<file path="src/rtl/brq_pkg.sv">
// Shared definitions for the core-to-data-memory bridge: FSM states,
// func3 size codes, strobe width and size-code classification helpers.
package brq_pkg;

  typedef enum logic [1:0] {
    IDLE = 2'd0,
    REQ  = 2'd1,
    WAIT = 2'd2,
    DONE = 2'd3
  } brq_state_e;

  localparam logic [2:0] SZ_B  = 3'b000;
  localparam logic [2:0] SZ_H  = 3'b001;
  localparam logic [2:0] SZ_W  = 3'b010;
  localparam logic [2:0] SZ_BU = 3'b100;
  localparam logic [2:0] SZ_HU = 3'b101;

  localparam int STRB_W = 4;

  // Byte-sized access (signed or unsigned)
  function automatic logic sz_is_byte(input logic [2:0] sz);
    return (sz == SZ_B) || (sz == SZ_BU);
  endfunction

  // Half-sized access (signed or unsigned)
  function automatic logic sz_is_half(input logic [2:0] sz);
    return (sz == SZ_H) || (sz == SZ_HU);
  endfunction

  // Loads that sign-extend; every other code zero-extends or is a word
  function automatic logic sz_is_signed(input logic [2:0] sz);
    return (sz == SZ_B) || (sz == SZ_H);
  endfunction

endpackage

</file>
<file path="src/rtl/brq_lsu_align.sv">
// Lane steering for the bridge: load lane select with sign/zero extension,
// store data replication and byte strobe generation. Purely combinational.
// Any size code that is not a byte or half code is handled as a word.
module brq_lsu_align
  import brq_pkg::*;
#(
  parameter int DataWidth = 32
) (
  input  logic [1:0]           i_addr_lo,
  input  logic [2:0]           i_size,
  input  logic [DataWidth-1:0] i_wdata,
  input  logic [DataWidth-1:0] i_rdata,
  output logic [DataWidth-1:0] o_wdata,
  output logic [STRB_W-1:0]    o_wstrb,
  output logic [DataWidth-1:0] o_rdata
);

  logic [7:0]  w_byte;
  logic [15:0] w_half;
  logic        w_sign;

  // Load path: pick the addressed lane, then extend to full width
  always_comb begin
    w_byte = i_rdata[7:0];
    case (i_addr_lo)
      2'd0: w_byte = i_rdata[7:0];
      2'd1: w_byte = i_rdata[15:8];
      2'd2: w_byte = i_rdata[23:16];
      2'd3: w_byte = i_rdata[31:24];
      default: w_byte = i_rdata[7:0];
    endcase
    w_half = i_addr_lo[1] ? i_rdata[31:16] : i_rdata[15:0];
    w_sign = sz_is_signed(i_size);
    if (sz_is_byte(i_size)) begin
      o_rdata = {{(DataWidth-8){w_sign & w_byte[7]}}, w_byte};
    end else if (sz_is_half(i_size)) begin
      o_rdata = {{(DataWidth-16){w_sign & w_half[15]}}, w_half};
    end else begin
      o_rdata = i_rdata;
    end
  end

  // Store path: replicate data across lanes and raise the addressed strobes
  always_comb begin
    if (sz_is_byte(i_size)) begin
      o_wdata = {4{i_wdata[7:0]}};
      o_wstrb = 4'b0001 << i_addr_lo;
    end else if (sz_is_half(i_size)) begin
      o_wdata = {2{i_wdata[15:0]}};
      o_wstrb = i_addr_lo[1] ? 4'b1100 : 4'b0011;
    end else begin
      o_wdata = i_wdata;
      o_wstrb = 4'b1111;
    end
  end

endmodule

</file>
<file path="src/rtl/brq_dmem_bridge.sv">
// Core load/store port to single-cycle-ack data memory bridge.
// One outstanding access; IDLE -> REQ -> (WAIT) -> DONE -> IDLE.
// A bounded wait turns a missing mem_ack into a one-cycle bus_err pulse.
// Optional macro BRQ_DMEM_MISALIGN_TRAP_EN: misaligned half/word accesses
// complete immediately with bus_err instead of touching memory.
module brq_dmem_bridge
  import brq_pkg::*;
#(
  parameter int DataWidth     = 32,
  parameter int AddrWidth     = 15,
  parameter int TimeoutCycles = 15
) (
  input  logic                 brq_clk,
  input  logic                 brq_rst,
  input  logic [AddrWidth-1:0] core_addr,
  input  logic [DataWidth-1:0] core_wdata,
  input  logic                 core_ren,
  input  logic                 core_wen,
  input  logic [2:0]           core_byte_en,
  output logic [DataWidth-1:0] core_rdata,
  output logic                 core_stall,
  output logic                 bus_err,
  output logic                 mem_req,
  output logic                 mem_we,
  output logic [AddrWidth-3:0] mem_addr,
  output logic [STRB_W-1:0]    mem_wstrb,
  output logic [DataWidth-1:0] mem_wdata,
  input  logic [DataWidth-1:0] mem_rdata,
  input  logic                 mem_ack
);

  localparam logic [7:0] TO_LAST = 8'(TimeoutCycles - 1);

  brq_state_e           r_state;
  logic [1:0]           r_addr_lo;
  logic [2:0]           r_size;
  logic [7:0]           r_cnt;
  logic                 r_mem_req;
  logic                 r_mem_we;
  logic [AddrWidth-3:0] r_mem_addr;
  logic [STRB_W-1:0]    r_mem_wstrb;
  logic [DataWidth-1:0] r_mem_wdata;
  logic [DataWidth-1:0] r_rdata;
  logic                 r_bus_err;

  logic                 w_req;
  logic                 w_misalign;
  logic [1:0]           w_addr_lo;
  logic [2:0]           w_size;
  logic [DataWidth-1:0] w_wdata_rep;
  logic [STRB_W-1:0]    w_wstrb;
  logic [DataWidth-1:0] w_rdata_ext;

  assign w_req = core_ren | core_wen;

  // The aligner sees the live core request in IDLE (store setup) and the
  // latched address/size afterwards (load extension at ack time).
  assign w_addr_lo = (r_state == IDLE) ? core_addr[1:0] : r_addr_lo;
  assign w_size    = (r_state == IDLE) ? core_byte_en   : r_size;

`ifdef BRQ_DMEM_MISALIGN_TRAP_EN
  assign w_misalign = sz_is_half(core_byte_en) ? core_addr[0]
                    : (!sz_is_byte(core_byte_en) && (core_addr[1:0] != 2'b00));
`else
  assign w_misalign = 1'b0;
`endif

  brq_lsu_align #(
    .DataWidth(DataWidth)
  ) u_align (
    .i_addr_lo(w_addr_lo),
    .i_size   (w_size),
    .i_wdata  (core_wdata),
    .i_rdata  (mem_rdata),
    .o_wdata  (w_wdata_rep),
    .o_wstrb  (w_wstrb),
    .o_rdata  (w_rdata_ext)
  );

  // Stall covers the accepting IDLE cycle and the whole memory phase
  always_comb begin
    core_stall = (r_state == REQ) || (r_state == WAIT) ||
                 ((r_state == IDLE) && w_req);
  end

  assign mem_req    = r_mem_req;
  assign mem_we     = r_mem_we;
  assign mem_addr   = r_mem_addr;
  assign mem_wstrb  = r_mem_wstrb;
  assign mem_wdata  = r_mem_wdata;
  assign core_rdata = r_rdata;
  assign bus_err    = r_bus_err;

  // Access sequencer with registered memory-side and response outputs
  always_ff @(posedge brq_clk or posedge brq_rst) begin
    if (brq_rst) begin
      r_state     <= IDLE;
      r_addr_lo   <= 2'b00;
      r_size      <= 3'b000;
      r_cnt       <= 8'd0;
      r_mem_req   <= 1'b0;
      r_mem_we    <= 1'b0;
      r_mem_addr  <= '0;
      r_mem_wstrb <= '0;
      r_mem_wdata <= '0;
      r_rdata     <= '0;
      r_bus_err   <= 1'b0;
    end else begin
      case (r_state)
        IDLE: begin
          if (w_req && w_misalign) begin
            r_rdata   <= '0;
            r_bus_err <= 1'b1;
            r_state   <= DONE;
          end else if (w_req) begin
            // A simultaneous ren/wen is a store
            r_addr_lo   <= core_addr[1:0];
            r_size      <= core_byte_en;
            r_cnt       <= 8'd0;
            r_mem_req   <= 1'b1;
            r_mem_we    <= core_wen;
            r_mem_addr  <= core_addr[AddrWidth-1:2];
            r_mem_wstrb <= core_wen ? w_wstrb : '0;
            r_mem_wdata <= w_wdata_rep;
            r_state     <= REQ;
          end
        end
        REQ, WAIT: begin
          r_cnt <= r_cnt + 8'd1;
          if (mem_ack) begin
            r_rdata   <= w_rdata_ext;
            r_mem_req <= 1'b0;
            r_state   <= DONE;
          end else if (r_cnt == TO_LAST) begin
            r_rdata   <= '0;
            r_bus_err <= 1'b1;
            r_mem_req <= 1'b0;
            r_state   <= DONE;
          end else begin
            r_state <= WAIT;
          end
        end
        DONE: begin
          // Response is only meaningful for the single DONE cycle
          r_rdata   <= '0;
          r_bus_err <= 1'b0;
          r_state   <= IDLE;
        end
        default: r_state <= IDLE;
      endcase
    end
  end

endmodule

</file>
<file path="config.mk">
export PLATFORM = sky130hd
export DESIGN_NAME = brq_dmem_bridge
export DESIGN_NICKNAME = d
export VERILOG_FILES = /design/src/rtl/brq_pkg.sv /design/src/rtl/brq_lsu_align.sv /design/src/rtl/brq_dmem_bridge.sv
export SDC_FILE = /design/constraint.sdc
export NUM_CORES = 1
export LEC_CHECK = 0
export ABC_AREA = 1
export CORE_MARGIN = 3
export CORE_UTILIZATION = 51
export CTS_BUF_LIST = sky130_fd_sc_hd__clkbuf_8
export CTS_CLUSTER_DIAMETER = 100
export DETAILED_ROUTE_END_ITERATION = 16
export PLACE_DENSITY = 0.88
export SLEW_MARGIN = 0
export SYNTH_ARGS = -nofsm -noshare
export SYNTH_HDL_FRONTEND = slang
export SYNTH_SLANG_ARGS = --single-unit
</file>
<file path="constraint.sdc">
create_clock -name brq_clk -period 10.2 [get_ports brq_clk]
set_clock_uncertainty 0.2 [all_clocks]
set_input_delay 1.53 -clock brq_clk [delete_from_list [all_inputs] [get_ports brq_clk]]
set_output_delay 1.53 -clock brq_clk [all_outputs]
set_load 0.005 [all_outputs]
</file>
-- After elaboration in Yosys (flattened, before gate mapping)
Index checks and enable logic that the tools add are counted.
- memories kept: 0
- RAM bits: 0
- bits in latches: 0
- bits in registers: 99
- bits in read-only memories: 0
- input bits: 87
- output and inout bits: 85
- bitwise gates (word level): 4
- shifts and indexed selects: 1
- div/mod/pow operators: 0
- multipliers: 0
- order comparisons: 0
- eq/ne operators: 14
- $add $sub $neg: 1
- mux-type cells: 28
- reductions and logical operators: 16
- operators with widths (operator ; count):
    $mux W32 ; 6
    $pmux W32 S2 ; 1
    $pmux W8 S4 ; 1
    $mux W16 ; 1
    $mux W4 ; 4
    $pmux W8 S2 ; 1
    $add A8 B1 Y8 const B ; 1
    $eq A2 B2 Y1 const B ; 4
    $eq A8 B4 Y1 const B ; 1
    $mux W8 ; 1
    $mux W1 ; 7
    $eq A3 B3 Y1 const B ; 2
    $ne A2 B2 Y1 const B ; 3
    $pmux W2 S3 ; 1
    $reduce_and A2 Y1 ; 3
    $reduce_and A3 Y1 ; 2
    $logic_or A1 B1 Y1 ; 5
    $eq A2 B1 Y1 const B ; 2
    $logic_not A2 Y1 ; 2
    $mux W2 ; 2
    $pmux W1 S2 ; 2
    $shl A1 B2 Y4 const A ; 1
    $eq A3 B1 Y1 const B ; 1
    $logic_not A3 Y1 ; 1
    other kinds (8) ; 9

-- Longest topological paths before layout
- depth in word-level cells: 9
- gate-level depth with buffers: 15

-- Hierarchy
Synthesis repeated with hierarchy kept, for this count alone.
- cells, all modules: 771
- area total of the unflattened synthesis: 5459.0 µm²
- by module, submodules not included (module ; area each (µm²) ; sequential area each (µm²) ; cells an instance ; times used):
    brq_dmem_bridge ; 4181.5 ; 2477.4 ; 481 ; 1
    brq_lsu_align ; 1277.5 ; 0.0 ; 290 ; 1

-- Worst setup path after synthesis
Ideal clock, no wire load.
- path kind: input -> output
- start point: input port core_wen
- end point: output port core_stall
- stages: 3
- required time: 8.470 ns
- data arrival time: 2.241 ns
- setup slack: 6.229 ns
- cell sequence: o21ai_1 > clkbuf_1 > nand2_1
- cells in the longest elaborated chain, start to end: 3
- ends and longest elaborated chain (what ; RTL line ; RTL):
    start, declared ; brq_dmem_bridge.sv:18 ; input logic core_wen,
    $or A1 B1 Y1 ; brq_dmem_bridge.sv:54 ; assign w_req = core_ren | core_wen;
    $logic_and A1 B1 Y1 ; brq_dmem_bridge.sv:83 ; ((r_state == IDLE) && w_req);
    $logic_or A1 B1 Y1 ; brq_dmem_bridge.sv:82 ; core_stall = (r_state == REQ) || (r_state == WAIT) ||
    end, declared ; brq_dmem_bridge.sv:21 ; output logic core_stall,
No other way between the ends.

-- Worst setup path in the final report
Same ends and word-level chain as after synthesis.

==> flow_summary_export.csv <==
group,metric,value,unit
drt,drt-met1-wl,6320,µm
synth,ys_async_sr_fraction,1.00,
final_layout,num-nets-final,947,
power_and_ir_drop,leakage_power,0.00344,µW
sta,setup_tns,0,ps
synth,synth_common_cells,"nand2_1, dfrtp_1, nor2_1",
sta,final.period_utilization,0.441,
synth,synthesis.nets,792,
global_route,grt_first_pass_wirelength,26300,µm
clock_network,worst_skew_pair.late_latency,370,ps
power_and_ir_drop,pwr_density_cell,316,mW/mm²
placement,portBuffers,171,
drt,route.detailed.drc,0,
synth,synth_area_leader_cell,"dfrtp_1",
synth,synth.ff_latch_count,99,
synth,edff_count_synth,0,
synth,mappedNetlistArea,0.00506,mm²
sta,timing.final.setup_violations,0,
synth,syn_avg_cell_area,7.22,µm²
sta,fmax,223,MHz
clock_network,clkSinkCount,99,
global_route,grt_remaining_overflow,0,
drt,drt_pre_antenna_iters,7,
synth,ys_dominant_reg_cell,"dfrtp_1",
sta,maxSlewHeadroom,0.240,
critical_path,critical_path_startpoint_category,"input pin",
sta,hold_slack,286,ps
synth,synth_area_leaders,"dfrtp_1, nand2_1, a21oi_1",
drt,wl_met3,1640,µm
critical_path,path_class,"input pin to output port",
clock_network,post-cts-setup-buffers,0,
clock_network,cts_tree,"done",
final_layout,synthToLayoutAreaGrowth,39.4,%
placement,routabilityCongestion,0.927,
clock_network,clk_root_buffer_cell,"clkbuf_8",
drt,antenna_left,0,
critical_path,required,8470,ps
placement,pre_cts_ws,5700,ps
drt,drt-initial-drc-count,287,
clock_network,cts_repair_resize_count,0,
final_layout,drive_gt1_frac,0.0418,
global_route,grt_pass1_vias,5437,
clock_network,clock_tree.htree_level_count,3,
synth,postSynthCellCount,701,
die,floorplan.initialDensity,0.535,
synth,yosys.cell_count.top_type,"nand2_1",
sta,post-route-worst-setup-slack,5710,ps
critical_path,worst_path_max_delay_cell,"clkdlybuf4s50_1",
die,floorplan.core_area,0.00946,mm²
placement,place.detailed.hpwl,11600,µm
drt,wire_per_inst,16.5,µm
die,io_pins,172,
die,design.die.area,0.0112,mm²
global_route,maximum_number_of_pins_on_one_net_before_global_route_repair,68,
clock_network,cts_hold_bufs,0,
synth,yosysSeqAreaShare,0.489,
power_and_ir_drop,worst_ir_drop_vdd,219,µV
critical_path,critical_path.endpoint_type,"output port",
synth,post_synth_num_cell_types,25,
global_route,grt_antenna_before_repair,0,
synth,count_of_yosys_warnings_during_synthesis,0,
sta,timing_worst_slew_pin_value,1140,ps
outcome,run_status,"complete, no violations",
drt,drt_wl_total,16300,µm
global_route,grt_util_all_layers,0.291,
critical_path,critical-path-top-cell-by-count,"clkdlybuf4s50_1",
final_layout,finish.instance_area,0.00706,mm²
critical_path,path_cells,"clkdlybuf4s50_1, o21ai_4, nand2_1, clkdlybuf4s50_1",
sta,finalMaxSlewViolations,0,
synth,yosys.area.top_type_share,0.489,
drt,routed-via-count,5383,
final_layout,num-fill-cells,748,
worst_hold_path,min_path_type,"flip-flop to flip-flop",
die,placement_rows,35,
sta,finalHoldViolCount,0,
critical_path,timing.critical_path.slowest_cell_delay,560,ps
power_and_ir_drop,post-layout-total-power,2230,µW
clock_network,cts_buffer_depth,2,
final_layout,insertedDiodeCount,0,
flow_run,drv_cap,0,
drt,wl_met2,7770,µm
die,die_h,106,µm
critical_path,worst_path_fanout_max,3,
sta,layout_min_cycle_time,4490,ps
placement,placedInstanceArea,0.00684,mm²
drt,highest_metal_used,"met4",
clock_network,number_of_buffers_created_by_cts,9,
clock_network,clkSlewWorstSetupHoldPaths,100,ps
critical_path,worst_ep_arrival_time,2760,ps
die,die_x,106,µm
sta,rsz_0062_raised_after_global_routing,"no",
drt,route.detailed.vias_per_inst,5.44,
[report_power, final]
part	switching, µW	internal [µW]	total (µW)
registers	100	566	667
clock network	155	120	275
logic	761	526	1290
[cell families after synthesis]
family          share of synthesized area
simple gates                        0.328
compound gates                      0.108
xor+xnor                          0.00173
fa+ha+maj                         0.00988
buf+inv                            0.0637
flops                               0.489
[critical path: cells and delay by family]
| family | cells | cell delay (ps) |
|---|---|---|
| AOI/OAI and AO/OA | 1 | 80 |
| and+or+nand+nor | 1 | 80 |
| buffers and inverters | 2 | 1060 |
[cell type report]
type	instances	area, µm²	share of cell area
clock inverter	7	93.8	0.0133
tap	129	161	0.0229
sequential	99	2480	0.351
multi-input combinational	525	2280	0.324
clock buffer	9	124	0.0176
timing repair buffer	175	1740	0.247
inverter	46	175	0.0248
[sequential cells by signal, indices dropped and copies added, names as in the netlist]
name	flops
r_cnt	8
core_rdata	32
r_addr_lo	2
mem_addr	13
mem_we	1
mem_req	1
mem_wstrb	4
mem_wdata	32
bus_err	1
r_state	2
r_size	3
[path summary, 6_finish.rpt]
check | startpoint | end | slack (ps) | depth (start not counted)
min | core_rdata[18]$_DFFE_PP0P_ | core_rdata[18]$_DFFE_PP0P_ | 290 | 2
min in group asynchronous | brq_rst | mem_wdata[9]$_DFFE_PP0P_ | 1310 | 2
max reg2reg | r_state[0]$_DFFE_PP0P_ | core_rdata[22]$_DFFE_PP0P_ | 6510 | 10
min reg2reg | core_rdata[18]$_DFFE_PP0P_ | core_rdata[18]$_DFFE_PP0P_ | 290 | 2
max in group asynchronous | brq_rst | r_state[1]$_DFFE_PP0P_ | 7280 | 3
max | core_wen | core_stall | 5710 | 4
[layout by cell type, fill, tap and decap left out, types with 3 or more instances in the layout]
| cell | netlist | final |
|---|---|---|
| a31oi_1 | 8 | 8 |
| o21ai_2 | 2 | 3 |
| inv_2 | 4 | 4 |
| nand4_1 | 8 | 8 |
| inv_1 | 42 | 41 |
| nor2_1 | 56 | 56 |
| nand2_1 | 320 | 320 |
| buf_4 | 6 | 4 |
| clkbuf_8 | 0 | 9 |
| ha_1 | 4 | 4 |
| o21ai_0 | 43 | 43 |
| a21oi_1 | 45 | 45 |
| dfrtp_1 | 99 | 99 |
| nand3_1 | 23 | 23 |
| nor3_1 | 4 | 3 |
| clkdlybuf4s50_1 | 0 | 171 |
[metrics by stage]
stage | utilization | instances
after global placement | 0.723 | 974
after global routing | 0.746 | 990
final | 0.746 | 990
after CTS | 0.746 | 990
after detailed placement | 0.723 | 974
after floorplan | - | 701
[per-layer routing]
metal / vias to the layer above / global-route usage
met5: - / 0
met4: 0 / 0.134
met3: 48 / 0.0710
met2: 302 / 0.484
met1: 2526 / 0.359
li1: 2507 / -
Power figures use the tool's default switching activity.
